[config.mk]
export PLATFORM = sky130hd
export DESIGN_NAME = vga_timing_gen_flat
export DESIGN_NICKNAME = d
export VERILOG_FILES = /design/src/rtl/vga_timing_pkg.sv /design/src/rtl/vga_timing_gen_if.sv /design/src/rtl/vga_timing_gen.sv /design/src/flat_wrapper.sv
export SDC_FILE = /design/constraint.sdc
export NUM_CORES = 1
export LEC_CHECK = 0
export CELL_PAD_IN_SITES_DETAIL_PLACEMENT = 2
export CELL_PAD_IN_SITES_GLOBAL_PLACEMENT = 2
export CORE_UTILIZATION = 32
export CTS_CLUSTER_DIAMETER = 60
export DETAILED_ROUTE_END_ITERATION = 10
export MAX_ROUTING_LAYER = met4
export PLACE_DENSITY = 0.84
export SYNTH_ARGS = -nofsm -noshare
export SYNTH_HDL_FRONTEND = slang
export SYNTH_SLANG_ARGS = --single-unit
[constraint.sdc]
create_clock -name vga_clk -period 6.1 [get_ports vga_clk]
set_input_delay 0.61 -clock vga_clk [delete_from_list [all_inputs] [get_ports vga_clk]]
set_output_delay 0.61 -clock vga_clk [all_outputs]
set_load 0.05 [all_outputs]
[src/rtl/vga_timing_pkg.sv]
// Shared VGA timing constants (640x480@60 defaults), coordinate type and a
// window helper used by the timing generator and by renderers.
package vga_timing_pkg;

   localparam int H_VISIBLE_DEF = 640;
   localparam int H_FRONT_DEF   = 16;
   localparam int H_SYNC_DEF    = 96;
   localparam int H_BACK_DEF    = 48;
   localparam int H_TOTAL_DEF   = H_VISIBLE_DEF + H_FRONT_DEF + H_SYNC_DEF + H_BACK_DEF;

   localparam int V_VISIBLE_DEF = 480;
   localparam int V_FRONT_DEF   = 10;
   localparam int V_SYNC_DEF    = 2;
   localparam int V_BACK_DEF    = 33;
   localparam int V_TOTAL_DEF   = V_VISIBLE_DEF + V_FRONT_DEF + V_SYNC_DEF + V_BACK_DEF;

   localparam int COORD_W = 10;
   typedef logic [COORD_W-1:0] coord_t;

   // True when pos lies in the half-open window [lo, lo+len).
   function automatic logic in_window(input int pos, input int lo, input int len);
      return (pos >= lo) && (pos < (lo + len));
   endfunction

endpackage

[src/rtl/vga_timing_gen_if.sv]
// Video timing bundle: sync levels, blanking, pixel position and event pulses.
interface vga_timing_gen_if;
   import vga_timing_pkg::*;

   logic       hs;
   logic       vs;
   logic       blank;
   coord_t     DrawX;
   coord_t     DrawY;
   logic       line_start;
   logic       frame_start;
   logic       vblank_start;
   logic [7:0] frame_count;

   modport master (
      output hs, vs, blank, DrawX, DrawY,
      output line_start, frame_start, vblank_start, frame_count
   );

   modport slave (
      input hs, vs, blank, DrawX, DrawY,
      input line_start, frame_start, vblank_start, frame_count
   );

endinterface

[src/rtl/vga_timing_gen.sv]
// VGA timing generator: horizontal/vertical counters advanced by a pixel clock
// enable, with every output registered on the same edge as the counters so
// position, sync and blanking never skew against each other.
module vga_timing_gen
   import vga_timing_pkg::*;
#(
   parameter int H_VISIBLE = H_VISIBLE_DEF,
   parameter int H_FRONT   = H_FRONT_DEF,
   parameter int H_SYNC    = H_SYNC_DEF,
   parameter int H_BACK    = H_BACK_DEF,
   parameter int V_VISIBLE = V_VISIBLE_DEF,
   parameter int V_FRONT   = V_FRONT_DEF,
   parameter int V_SYNC    = V_SYNC_DEF,
   parameter int V_BACK    = V_BACK_DEF
) (
   input  logic                    vga_clk,
   input  logic                    reset,
   input  logic                    pix_ce,
   vga_timing_gen_if.master        vid
);

   localparam int H_TOTAL = H_VISIBLE + H_FRONT + H_SYNC + H_BACK;
   localparam int V_TOTAL = V_VISIBLE + V_FRONT + V_SYNC + V_BACK;
   localparam int HCW     = $clog2(H_TOTAL);
   localparam int VCW     = $clog2(V_TOTAL);

   logic [HCW-1:0] hc_r;
   logic [VCW-1:0] vc_r;
   logic [HCW-1:0] hc_nxt_s;
   logic [VCW-1:0] vc_nxt_s;
   logic           h_wrap_s;
   logic           blank_nxt_s;
   logic           hs_nxt_s;
   logic           vs_nxt_s;
   logic           line_start_nxt_s;
   logic           frame_start_nxt_s;
   logic           vblank_start_nxt_s;

   // Next counter position and the output levels/events that position implies.
   always_comb begin
      h_wrap_s = (hc_r == HCW'(H_TOTAL - 1));
      if (h_wrap_s) begin
         hc_nxt_s = HCW'(0);
         if (vc_r == VCW'(V_TOTAL - 1)) begin
            vc_nxt_s = VCW'(0);
         end else begin
            vc_nxt_s = vc_r + VCW'(1);
         end
      end else begin
         hc_nxt_s = hc_r + HCW'(1);
         vc_nxt_s = vc_r;
      end
      blank_nxt_s        = in_window(int'(hc_nxt_s), 0, H_VISIBLE) &&
                           in_window(int'(vc_nxt_s), 0, V_VISIBLE);
      hs_nxt_s           = !in_window(int'(hc_nxt_s), H_VISIBLE + H_FRONT, H_SYNC);
      vs_nxt_s           = !in_window(int'(vc_nxt_s), V_VISIBLE + V_FRONT, V_SYNC);
      line_start_nxt_s   = (hc_nxt_s == HCW'(0));
      frame_start_nxt_s  = (hc_nxt_s == HCW'(0)) && (vc_nxt_s == VCW'(0));
      vblank_start_nxt_s = (hc_nxt_s == HCW'(0)) && (vc_nxt_s == VCW'(V_VISIBLE));
   end

   // Horizontal counter: parks on the last column in reset so the first
   // enabled edge afterwards lands on column 0.
   always_ff @(posedge vga_clk) begin
      if (reset) begin
         hc_r <= HCW'(H_TOTAL - 1);
      end else if (pix_ce) begin
         hc_r <= hc_nxt_s;
      end else begin
         hc_r <= hc_r;
      end
   end

   // Vertical counter: parks on the last line in reset, steps on line wrap.
   always_ff @(posedge vga_clk) begin
      if (reset) begin
         vc_r <= VCW'(V_TOTAL - 1);
      end else if (pix_ce) begin
         vc_r <= vc_nxt_s;
      end else begin
         vc_r <= vc_r;
      end
   end

   // Registered outputs: levels follow the counters, pulses last one cycle.
   always_ff @(posedge vga_clk) begin
      if (reset) begin
         vid.DrawX        <= COORD_W'(H_TOTAL - 1);
         vid.DrawY        <= COORD_W'(V_TOTAL - 1);
         vid.blank        <= 1'b0;
         vid.hs           <= 1'b1;
         vid.vs           <= 1'b1;
         vid.line_start   <= 1'b0;
         vid.frame_start  <= 1'b0;
         vid.vblank_start <= 1'b0;
         vid.frame_count  <= 8'hFF;
      end else if (pix_ce) begin
         vid.DrawX        <= COORD_W'(hc_nxt_s);
         vid.DrawY        <= COORD_W'(vc_nxt_s);
         vid.blank        <= blank_nxt_s;
         vid.hs           <= hs_nxt_s;
         vid.vs           <= vs_nxt_s;
         vid.line_start   <= line_start_nxt_s;
         vid.frame_start  <= frame_start_nxt_s;
         vid.vblank_start <= vblank_start_nxt_s;
         if (frame_start_nxt_s) begin
            vid.frame_count <= vid.frame_count + 8'd1;
         end else begin
            vid.frame_count <= vid.frame_count;
         end
      end else begin
         vid.DrawX        <= vid.DrawX;
         vid.DrawY        <= vid.DrawY;
         vid.blank        <= vid.blank;
         vid.hs           <= vid.hs;
         vid.vs           <= vid.vs;
         vid.line_start   <= 1'b0;
         vid.frame_start  <= 1'b0;
         vid.vblank_start <= 1'b0;
         vid.frame_count  <= vid.frame_count;
      end
   end

endmodule

[src/flat_wrapper.sv]
// flat-port wrapper written by rule: the top's interface ports become plain ports
module vga_timing_gen_flat import vga_timing_pkg::*;
#(
   parameter int H_VISIBLE = H_VISIBLE_DEF,
   parameter int H_FRONT   = H_FRONT_DEF,
   parameter int H_SYNC    = H_SYNC_DEF,
   parameter int H_BACK    = H_BACK_DEF,
   parameter int V_VISIBLE = V_VISIBLE_DEF,
   parameter int V_FRONT   = V_FRONT_DEF,
   parameter int V_SYNC    = V_SYNC_DEF,
   parameter int V_BACK    = V_BACK_DEF
)
  (vga_clk, reset, pix_ce, vid_hs, vid_vs, vid_blank, vid_DrawX, vid_DrawY, vid_line_start, vid_frame_start, vid_vblank_start, vid_frame_count);
  vga_timing_gen_if vid_i ();
  input  logic vga_clk;
  input  logic reset;
  input  logic pix_ce;
  output wire logic [$bits(vid_i.hs)-1:0] vid_hs;
  output wire logic [$bits(vid_i.vs)-1:0] vid_vs;
  output wire logic [$bits(vid_i.blank)-1:0] vid_blank;
  output wire logic [$bits(vid_i.DrawX)-1:0] vid_DrawX;
  output wire logic [$bits(vid_i.DrawY)-1:0] vid_DrawY;
  output wire logic [$bits(vid_i.line_start)-1:0] vid_line_start;
  output wire logic [$bits(vid_i.frame_start)-1:0] vid_frame_start;
  output wire logic [$bits(vid_i.vblank_start)-1:0] vid_vblank_start;
  output wire logic [$bits(vid_i.frame_count)-1:0] vid_frame_count;
  assign vid_hs = vid_i.hs;
  assign vid_vs = vid_i.vs;
  assign vid_blank = vid_i.blank;
  assign vid_DrawX = vid_i.DrawX;
  assign vid_DrawY = vid_i.DrawY;
  assign vid_line_start = vid_i.line_start;
  assign vid_frame_start = vid_i.frame_start;
  assign vid_vblank_start = vid_i.vblank_start;
  assign vid_frame_count = vid_i.frame_count;
  vga_timing_gen #(.H_VISIBLE(H_VISIBLE), .H_FRONT(H_FRONT), .H_SYNC(H_SYNC), .H_BACK(H_BACK), .V_VISIBLE(V_VISIBLE), .V_FRONT(V_FRONT), .V_SYNC(V_SYNC), .V_BACK(V_BACK)) u_core (.vga_clk(vga_clk), .reset(reset), .pix_ce(pix_ce), .vid(vid_i));
endmodule
Word-level counts from Yosys, hierarchy flattened

Index checks and enable logic that the tools add are counted.

Register bits: 34
Output and inout port bits: 34
Logic and storage cells: 36

Add/sub/neg operators: 3
Magnitude comparators: 6
Equality and inequality tests: 3
Multiplexer cells: 3
Bitwise operators: 1
Reduce and logical (&&, ||, !) cells: 11

Operators by type and width:

| operator                | count |
|---|---|
| $mux W10                | 3 |
| $add A10 B1 Y10 const B | 2 |
| $eq A10 B10 Y1 const B  | 2 |
| $logic_not A10 Y1       | 2 |
| $lt A10 B10 Y1 const B  | 2 |
| $lt A10 B9 Y1 const B   | 2 |
| $eq A10 B9 Y1 const B   | 1 |
| $ge A10 B10 Y1 const B  | 1 |
| $ge A10 B9 Y1 const B   | 1 |
| $add A8 B1 Y8 const B   | 1 |
| $logic_and A1 B1 Y1     | 5 |
| $logic_not A1 Y1        | 2 |
| $reduce_and A2 Y1       | 1 |
| $reduce_or A2 Y1        | 1 |
| $not A1 Y1              | 1 |

Logic depth before layout (Yosys ltp)

Gate-level depths: netlist of the first run.

Word-level depth: 6
Mapped depth: 11
Gate-level depth less buffers: 9

Worst setup path before layout of the first run

No wires, ideal clock.

Kind: flip-flop to flip-flop
Start point: reg, netlist name u_core.vid.DrawX[0]
End point: reg u_core.vid.frame_count[5]
Arrival time: 3745 ps
Data required time: 6037 ps
Setup slack: 2292 ps
Cell stages (with the launch flop): 11
Path buffers: 2
Clock period less this slack: 3808 ps
Path through: dfxtp_1 -> ha_1 -> buf_2 -> nand4_2 -> or3_1 -> a311o_1 -> or4_1 -> or4_1 -> buf_2 -> or4_1 -> nand3_1

RTL lines:

| item                 | RTL line                | RTL |
|---|---|---|
| to (signal assigned) | vga_timing_gen.sv:107   | `vid.frame_count <= vid.frame_count + 8'd1;` |
| to (signal assigned) | vga_timing_gen.sv:109   | `vid.frame_count <= vid.frame_count;` |
| to (signal assigned) | vga_timing_gen.sv:120   | `vid.frame_count <= vid.frame_count;` |
| to (decl)            | vga_timing_gen_if.sv:17 | `output line_start, frame_start, vblank_start, frame_count` |

==> results of run 1 <==
## critical path: stages, from the launching register on
cell and delay (ns):
dfxtp_1 0.50, ha_1 0.42, nand4_2 0.23, or3_1 0.63
a311o_1 0.39, or4_1 0.61, nor4_2 0.83, a21oi_1 0.12
or3b_1 0.37
## flip-flops by register name, indices dropped and copies added, names as in the netlist
register and flops:
u_core.vid.vs 1, u_core.vid.frame_count 8, u_core.vid.frame_start 1, u_core.vid.vblank_start 1, u_core.vid.DrawX 10, u_core.vid.DrawY 10
u_core.vid.line_start 1, u_core.vid.blank 1, u_core.vid.hs 1
## where the power goes
group | total [mW] | leakage [nW] | switching, mW | internal, mW
logic | 0.223 | 0.607 | 0.147 | 0.0760
clock network | 0.260 | 0.0683 | 0.0959 | 0.164
registers | 0.265 | 0.277 | 0.0315 | 0.234
## layer usage
metal  vias up  share of wire [%]  GRT usage (%)  wire length (um)
met2        40                 51           38.2              3700
met4         0               0.97           5.49                70
met1      1100                 44           27.5              3210
met3         8                3.4           4.27               243
met5         -                  0              -                 0
li1       1050                  -              -                 -
## worst paths after layout
| check | start | end | slack (ns) | cells past startpoint |
|---|---|---|---|---|
| setup / recovery | u_core.vid.DrawX[0] | u_core.vid.frame_count[7] | 1.89 | 8 |
| hold / removal | u_core.vid.blank | u_core.vid.blank | 0.47 | 2 |
| setup reg to reg | u_core.vid.DrawX[0] | u_core.vid.frame_count[7] | 1.89 | 8 |
| hold reg to reg | u_core.vid.blank | u_core.vid.blank | 0.47 | 2 |
## area by class of cell
cell class	count	share of cell area (%)
sequential	34	26.0
clock inverter	3	2.63
tap	77	3.68
clock buffer	5	2.63
timing repair buffer	37	14.0
multi-input combinational	209	49.5
inverter	11	1.58
## synth_stat cells, drive strengths merged (2+ instances only)
library cell and instances:
dfxtp 34, nor2 27, nand2 22, nand3 16
o21ai 16, a21oi 15, nor3 15, buf 11
clkbuf 11, inv 10, xnor2 10, nand4 8
nor4 7, o31ai 6, ha 5, or4 5
or3 4, xor2 4, a31oi 3, and4 3
nand2b 3, o211ai 3, or2 3, a211o 2
a311oi 2, a41oi 2, and3 2, and4b 2
mux2i 2, nor3b 2, o21a 2
## logic make-up (layout without fill, tap and decap cells)
family / Yosys count / count (layout) / synth area share [%]
compound gates: 63 / 63 / 19.4
xor+xnor: 14 / 14 / 5.78
fa+ha+maj: 5 / 5 / 2.95
buf+inv: 33 / 56 / 6.79
flops: 34 / 34 / 32.1
mux: 2 / 2 / 0.945
simple gates: 125 / 125 / 32.1
==> summary.txt, run 1 <==
GRT
  • First-pass GRT wire length: 12,100 um
  • Global route overflow: 0
  • Initial antenna violation count: 0
  • GRT Total Usage: 22.5%
  • Vias in the first global route: 2,292
  • Largest net degree at the start of global routing: 22

Power and ir drop
  • Total power: 0.748 mW
  • Leakage: 0.952 nW
  • Power per cell area: 285 nW/um2
  • VDD IR max: 0.127 mV

Clock network
  • Post-CTS Repair Setup Buffers: 0
  • CTS tree: built
  • Post-cts resize count: 0
  • Max clock buf depth: 2
  • Clock Latency Late Sink: 0.29 ns
  • Worst-path clk slew: 0.08 ns
  • CTS H-tree depth: 2
  • CTS buffer count: 5
  • Post-CTS Hold Buffers: 0
  • Clock root cell: clkbuf_8
  • # clock sinks: 34

Die
  • Row cnt: 29
  • Core Footprint: 6390 um2
  • Initial Util: 33.2%
  • Die extent in x: 83.4 um
  • Num ports: 37
  • Die H: 83.4 um
  • Die area: 6950 um2

Logic synthesis
  • Synth Register Bits: 34
  • Syn_nets: 284
  • Most used DFF post-synth: dfxtp_1
  • Top cell type's share of synthesized area: 32.1%
  • FFs w/ async S/R, synth: 0%
  • Synth warn: 0
  • Top cells by area, synth: dfxtp_1 (32%), nor2_1 (4.8%), xnor2_1 (4.1%)
  • Netlist cell types: 54
  • Post-synth EDFFs: 0
  • Post-synthesis cell count: 276
  • Post-synthesis sequential area ratio: 32.1%
  • Syn avg cell area: 7.68 um2
  • Synthesized area: 2120 um2
  • Area leader, netlist: dfxtp_1

Drt
  • Final wirelength: 7220 um
  • Pre-antenna DRT Iters: 4
  • Via density per instance: 5.85
  • Final ANT Viol Nets: 0
  • Initial DRC count: 78
  • Routed len/inst: 19.2 um
  • Vias: 2,198
  • DRC viols: 0

Final layout
  • Util after Layout: 41.0%
  • Area Overhead vs Synth: 23.6%
  • Register Area: 681 um2
  • Most frequent cells in the layout: clkdlybuf4s50_1 (36), dfxtp_1 (34), nor2_1 (27), nand2_1 (22)
  • Filler cells: 727
  • Layout cells sized above 1: 5.35%
  • Commonest non-fill, non-tap cell in the layout: clkdlybuf4s50_1
  • Diodes inserted: 0
  • Multi-input gate area: 1290 um2
  • Final-stage net count: 306
  • Final Cell Area: 2620 um2
  • Non-Filler Instances: 376

Placement
  • Final HPWL DP: 5270 um
  • Gp weighted congestion: 0.824
  • Count of input and output buffers: 36
  • Placed Cells: 368
  • Pre-CTS WS: 1.97 ns
  • Placed Instance Area: 2480 um2

Timing
  • Worst-Margin Slew: 0.909 ns
  • Final hold slack: 0.469 ns
  • Hold Fails Final Rpt: 0
  • Worst setup margin: 1.89 ns
  • Setup Skew: 0.00573 ns
  • Setup_tns: 0 ns
  • Minimum clock period: 4.21 ns
  • RSZ-0062 raised after global routing: false
  • Final setup viols: 0
  • Slew Viols, Final: 0
  • Final period util: 69.0%
  • Maximum clock frequency: 0.238 GHz
  • Slew Limit Headroom: 38.8%

Min path
  • Hold Crit Class: reg2reg

Flow run
  • Count of maximum capacitance violations: 0

Setup path
  • Worst setup SP type: flop
  • Setup crit end kind: flop
  • Worst Path Required: 6.28 ns
  • Critical setup path kind: reg2reg
  • WP data arrival: 4.39 ns
  • Critical path peak fanout: 11

Outcome
  • Status: finished clean
(Power assumes the default switching activity.)
==> inputs of run 2 (changes only) <==
--- a/config.mk
+++ b/config.mk
@@ -7,11 +7,11 @@
 export LEC_CHECK = 0
 export CELL_PAD_IN_SITES_DETAIL_PLACEMENT = 2
 export CELL_PAD_IN_SITES_GLOBAL_PLACEMENT = 2
-export CORE_UTILIZATION = 32
+export CORE_UTILIZATION = 30
 export CTS_CLUSTER_DIAMETER = 60
 export DETAILED_ROUTE_END_ITERATION = 10
 export MAX_ROUTING_LAYER = met4
-export PLACE_DENSITY = 0.84
+export PLACE_DENSITY = 0.8
 export SYNTH_ARGS = -nofsm -noshare
 export SYNTH_HDL_FRONTEND = slang
 export SYNTH_SLANG_ARGS = --single-unit
==> constraint.sdc (replaced) <==
create_clock -name vga_clk -period 4.1 [get_ports vga_clk]
set_input_delay 0.41 -clock vga_clk [delete_from_list [all_inputs] [get_ports vga_clk]]
set_output_delay 0.41 -clock vga_clk [all_outputs]
set_load 0.05 [all_outputs]
==> run 2 against run 1 <==
  * Die area grew 6.5%
  * Critical endpoint is now u_core.vid.frame_count[5]
  * Highest routed layer unchanged
  * Global-route usage shrank 0.79 points
  * First-iteration DRC count grew 13%
  * Via count grew 0.64%
  * Critical path type unchanged
  * Utilization shrank 1.7 points
==> summary.txt, run 2 (synthesized netlist as in run 1, its figures left out) <==
Final layout
  • Final-stage net count: 313
  • Final Cell Area: 2670 um2
  • Layout cells sized above 1: 7.21%
  • Commonest non-fill, non-tap cell in the layout: clkdlybuf4s50_1
  • Most frequent cells in the layout: clkdlybuf4s50_1 (36), dfxtp_1 (34), nor2_1 (27), nand2_1 (22)
  • Top flop regs: u_core.vid.DrawX (10), u_core.vid.DrawY (10), u_core.vid.frame_count (8)
  • Filler cells: 806
  • Register Area: 681 um2
  • Diodes inserted: 0
  • Multi-input gate area: 1290 um2
  • Area Overhead vs Synth: 26.0%

Drt
  • Via density per instance: 5.52
  • Vias: 2,212
  • Final ANT Viol Nets: 0
  • Initial DRC count: 88
  • Routed len/inst: 18.1 um
  • DRC viols: 0
  • Final wirelength: 7280 um
  • Pre-antenna DRT Iters: 4

GRT
  • Initial antenna violation count: 0
  • First-pass GRT wire length: 12,200 um
  • Vias in the first global route: 2,336
  • Global route overflow: 0
  • Largest net degree at the start of global routing: 22
  • GRT Total Usage: 21.7%

Power and ir drop
  • VDD IR max: 0.179 mV
  • Power per cell area: 398 nW/um2
  • Leakage: 0.976 nW

Die
  • Row cnt: 30
  • Initial Util: 31.2%
  • Core Footprint: 6790 um2
  • Die extent in x: 86.1 um
  • Die H: 86.1 um
  • Die area: 7410 um2
  • Num ports: 37

Clock network
  • Post-CTS Repair Setup Buffers: 0
  • CTS H-tree depth: 2
  • Post-cts resize count: 0
  • Max clock buf depth: 2
  • CTS tree: built
  • CTS buffer count: 5
  • Post-CTS Hold Buffers: 0
  • Worst-path clk slew: 0.08 ns
  • Clock root cell: clkbuf_8
  • Clock Latency Late Sink: 0.29 ns
  • # clock sinks: 34

Setup path
  • WP data arrival: 4.05 ns
  • Worst setup SP type: flop
  • Worst Path Required: 4.33 ns
  • Critical setup path kind: reg2reg
  • Setup crit end kind: flop
  • Critical path peak fanout: 9

Timing
  • Final period util: 93.0%
  • Minimum clock period: 3.81 ns
  • Slew Limit Headroom: 54.3%
  • Worst-Margin Slew: 0.680 ns
  • Setup Skew: 0.0124 ns
  • Hold Fails Final Rpt: 0
  • Setup_tns: 0 ns
  • RSZ-0062 raised after global routing: false
  • Final setup viols: 0
  • Slew Viols, Final: 0
  • Maximum clock frequency: 0.262 GHz

Placement
  • Count of input and output buffers: 36
  • Placed Instance Area: 2560 um2
  • Final HPWL DP: 5330 um
  • Gp weighted congestion: 0.829

Outcome
  • Status: finished clean

Min path
  • Hold Crit Class: reg2reg

Flow run
  • Count of maximum capacitance violations: 0
[run 2: final cells by class]
class | instances | area share, %
Multi-Input combinational cell | 209 | 48.5
Sequential cell | 34 | 25.5
Timing Repair Buffer | 44 | 15.7
Tap cell | 96 | 4.50
Clock buffer | 6 | 3.09
Inverter | 11 | 1.55
Clock inverter | 1 | 1.12
[run 2: final timing paths]
check                              end  slack, ns  depth (start not counted)                start
max          u_core.vid.frame_count[5]       0.29                          8  u_core.vid.DrawX[0]
min                   u_core.vid.blank       0.49                          2     u_core.vid.blank
max reg2reg  u_core.vid.frame_count[5]       0.29                          8  u_core.vid.DrawX[0]
min reg2reg           u_core.vid.blank       0.49                          2     u_core.vid.blank
[run 2: power breakdown]
group	internal (mW)	total (mW)	leakage, nW	switching (mW)
Clock	0.195	0.326	0.0573	0.131
Sequential	0.348	0.389	0.277	0.0418
Combinational	0.123	0.348	0.643	0.225
[run 2: through the flow]
| step | total power [mW] | utilization, % | hold WS (ns) | cells | worst slack (ns) |
|---|---|---|---|---|---|
| after floorplan | 0.630 | - | 0.543 | 276 | 0.292 |
| after CTS | 1.07 | 39.3 | 0.506 | 401 | 0.311 |
| after global placement | 0.732 | 37.6 | 0.464 | 394 | 0.464 |
| final | 1.06 | 39.3 | 0.491 | 401 | 0.289 |
| after detailed placement | 0.742 | 37.6 | 0.479 | 394 | 0.322 |
| after global routing | 1.12 | 39.3 | 0.512 | 401 | 0.0734 |
[run 2: critical path: stages, from the launching register on]
cell,delay [ns]
dfxtp_1,0.49
ha_1,0.38
nand4_2,0.21
or3_1,0.46
a311o_1,0.33
or4_1,0.60
or4_1,0.68
or4_1,0.52
nand3_1,0.09
[run 2: per-layer routing]
layer  global-route usage, %  up-vias  routed length (um)
met1                    25.7     1108                3280
met5                       -        -                   0
met2                    38.0       30                3740
li1                        -     1066                   -
met3                    3.37        8                 179
met4                    6.36        0                  74
==> inputs of run 3 (changes only) <==
--- a/config.mk
+++ b/config.mk
@@ -11,7 +11,7 @@
 export CTS_CLUSTER_DIAMETER = 60
 export DETAILED_ROUTE_END_ITERATION = 10
 export MAX_ROUTING_LAYER = met4
-export PLACE_DENSITY = 0.8
+export PLACE_DENSITY = 0.81
 export SYNTH_ARGS = -nofsm -noshare
 export SYNTH_HDL_FRONTEND = slang
 export SYNTH_SLANG_ARGS = --single-unit
==> run 3 against run 2 <==
  * Wire length increased by 0.55%
  * Cell area down 1.3%
  * Critical path depth unchanged
  * Critical path type unchanged
  * Die area unchanged
  * Critical endpoint unchanged
  * Via count up 1.4%
  * Largest power group unchanged
==> summary.txt, run 3 (synthesized netlist as in run 1, its figures left out) <==
Outcome
  • Status: finished clean

Flow run
  • Count of maximum capacitance violations: 0

Placement
  • Count of input and output buffers: 36
  • Final HPWL DP: 5290 um
  • Gp weighted congestion: 0.843
  • Pre-CTS WS: 0.313 ns
  • Placed Instance Area: 2560 um2

Drt
  • DR top layer: met4
  • DRC viols: 0
  • Final wirelength: 7320 um
  • Final ANT Viol Nets: 0
  • Initial DRC count: 51
  • Routed len/inst: 18.2 um
  • Vias: 2,242
  • Pre-antenna DRT Iters: 4
  • Met3 wire len: 197 um
  • Wl on met1: 3310 um
  • Via density per instance: 5.59
  • Met2 WL: 3650 um

Clock network
  • Clock Latency Late Sink: 0.29 ns
  • Worst-path clk slew: 0.07 ns
  • CTS tree: built
  • Post-cts resize count: 0
  • Max clock buf depth: 2
  • Post-CTS Hold Buffers: 0
  • Post-CTS Repair Setup Buffers: 0
  • CTS buffer count: 5
  • # clock sinks: 34
  • CTS H-tree depth: 2
  • Clock root cell: clkbuf_8

Final layout
  • Final Cell Area: 2640 um2
  • Diodes inserted: 0
  • Commonest non-fill, non-tap cell in the layout: clkdlybuf4s50_1
  • Top flop regs: u_core.vid.DrawX (10), u_core.vid.DrawY (10), u_core.vid.frame_count (8)
  • Filler cells: 797
  • Layout cells sized above 1: 7.21%
  • Area Overhead vs Synth: 24.4%
  • Final-stage net count: 313
  • Most frequent cells in the layout: clkdlybuf4s50_1 (36), dfxtp_1 (34), nor2_1 (27), nand2_1 (22)

Die
  • Num ports: 37
  • Die extent in x: 86.1 um
  • Core Footprint: 6790 um2
  • Row cnt: 30
  • Die area: 7410 um2
  • Initial Util: 31.2%
  • Die H: 86.1 um

Power and ir drop
  • Power per cell area: 373 nW/um2
  • VDD IR max: 0.122 mV
  • Leakage: 0.963 nW

Timing
  • Setup Skew: 0.00682 ns
  • Minimum clock period: 3.82 ns
  • Final period util: 93.2%
  • Setup_tns: 0 ns
  • Worst-Margin Slew: 0.891 ns
  • Slew Limit Headroom: 40.4%
  • Final setup viols: 0
  • Maximum clock frequency: 0.262 GHz
  • Slew Viols, Final: 0
  • Hold Fails Final Rpt: 0
  • Worst setup margin: 0.280 ns
  • RSZ-0062 raised after global routing: false

Setup path
  • Critical setup path kind: reg2reg
  • CP dominant cell by count: or4_1
  • Worst Path Required: 4.33 ns
  • Critical path peak fanout: 9
  • Worst path cell trace: ha_1, nand4_2, or3_1, a311o_1, or4_1, or4_1, or4_1, nand3_1
  • CP max stage delay: 0.69 ns
  • Setup crit end kind: flop
  • Flop-to-flop setup slack: 0.28 ns
  • Worst setup SP type: flop
  • WP data arrival: 4.05 ns
  • CP top delay family: simple AND/OR/NAND/NOR gates
  • Slowest stage cell, crit path: or4_1
  • Worst Path Buf+Inv: 0

GRT
  • First-pass GRT wire length: 11,900 um
  • Largest net degree at the start of global routing: 22
  • Global route overflow: 0
  • Initial antenna violation count: 0
  • Vias in the first global route: 2,268
  • GRT Total Usage: 21.2%

Min path
  • Hold Crit Class: reg2reg
run 3: changes by cell type in the layout (fill, tap and decap cells not counted):
cell and delta:
clkinv_2 +2, bufinv_16 -1, clkbuf_8 -1
run 3: report_power, final:
part,internal (mW),total [mW],switching [mW]
Sequential,0.348,0.388,0.0402
Combinational,0.124,0.349,0.225
Clock,0.114,0.246,0.132
Total,0.586,0.983,0.398
run 3: final timing paths:
kind | from | to | cells after the start
max | u_core.vid.DrawX[0] | u_core.vid.frame_count[5] | 8
min | u_core.vid.blank | u_core.vid.blank | 2
max reg2reg | u_core.vid.DrawX[0] | u_core.vid.frame_count[5] | 8
min reg2reg | u_core.vid.blank | u_core.vid.blank | 2
run 3: per-layer routing:
metal  track usage, %  vias up
li1                 -     1063
met1             26.2     1114
met2             35.0       50
met3             3.08       15
met4             8.03        0
met5                -        -
run 3: area by class of cell:
type / instances / area, um2 / area share, %
Clock buffer: 5 / 68.8 / 2.61
Clock inverter: 2 / 10.0 / 0.380
Inverter: 11 / 41.3 / 1.57
Multi-Input combinational cell: 209 / 1290 / 49.1
Sequential cell: 34 / 681 / 25.8
Tap cell: 96 / 120 / 4.56
Timing Repair Buffer: 44 / 420 / 15.9
run 3: metrics by stage:
stage | cells | utilization, % | hold WS (ns) | total power [mW]
after global routing | 401 | 38.8 | 0.504 | 1.03
after floorplan | 276 | - | 0.543 | 0.630
after global placement | 394 | 37.6 | 0.462 | 0.731
final | 401 | 38.8 | 0.476 | 0.983
after detailed placement | 394 | 37.6 | 0.471 | 0.743
after CTS | 401 | 38.8 | 0.483 | 0.990
run 3: worst register-to-register path, cell delays in order (launching register included):
cell	delay, ns
dfxtp_1	0.51
ha_1	0.39
nand4_2	0.21
or3_1	0.44
a311o_1	0.31
or4_1	0.60
or4_1	0.69
or4_1	0.52
nand3_1	0.09
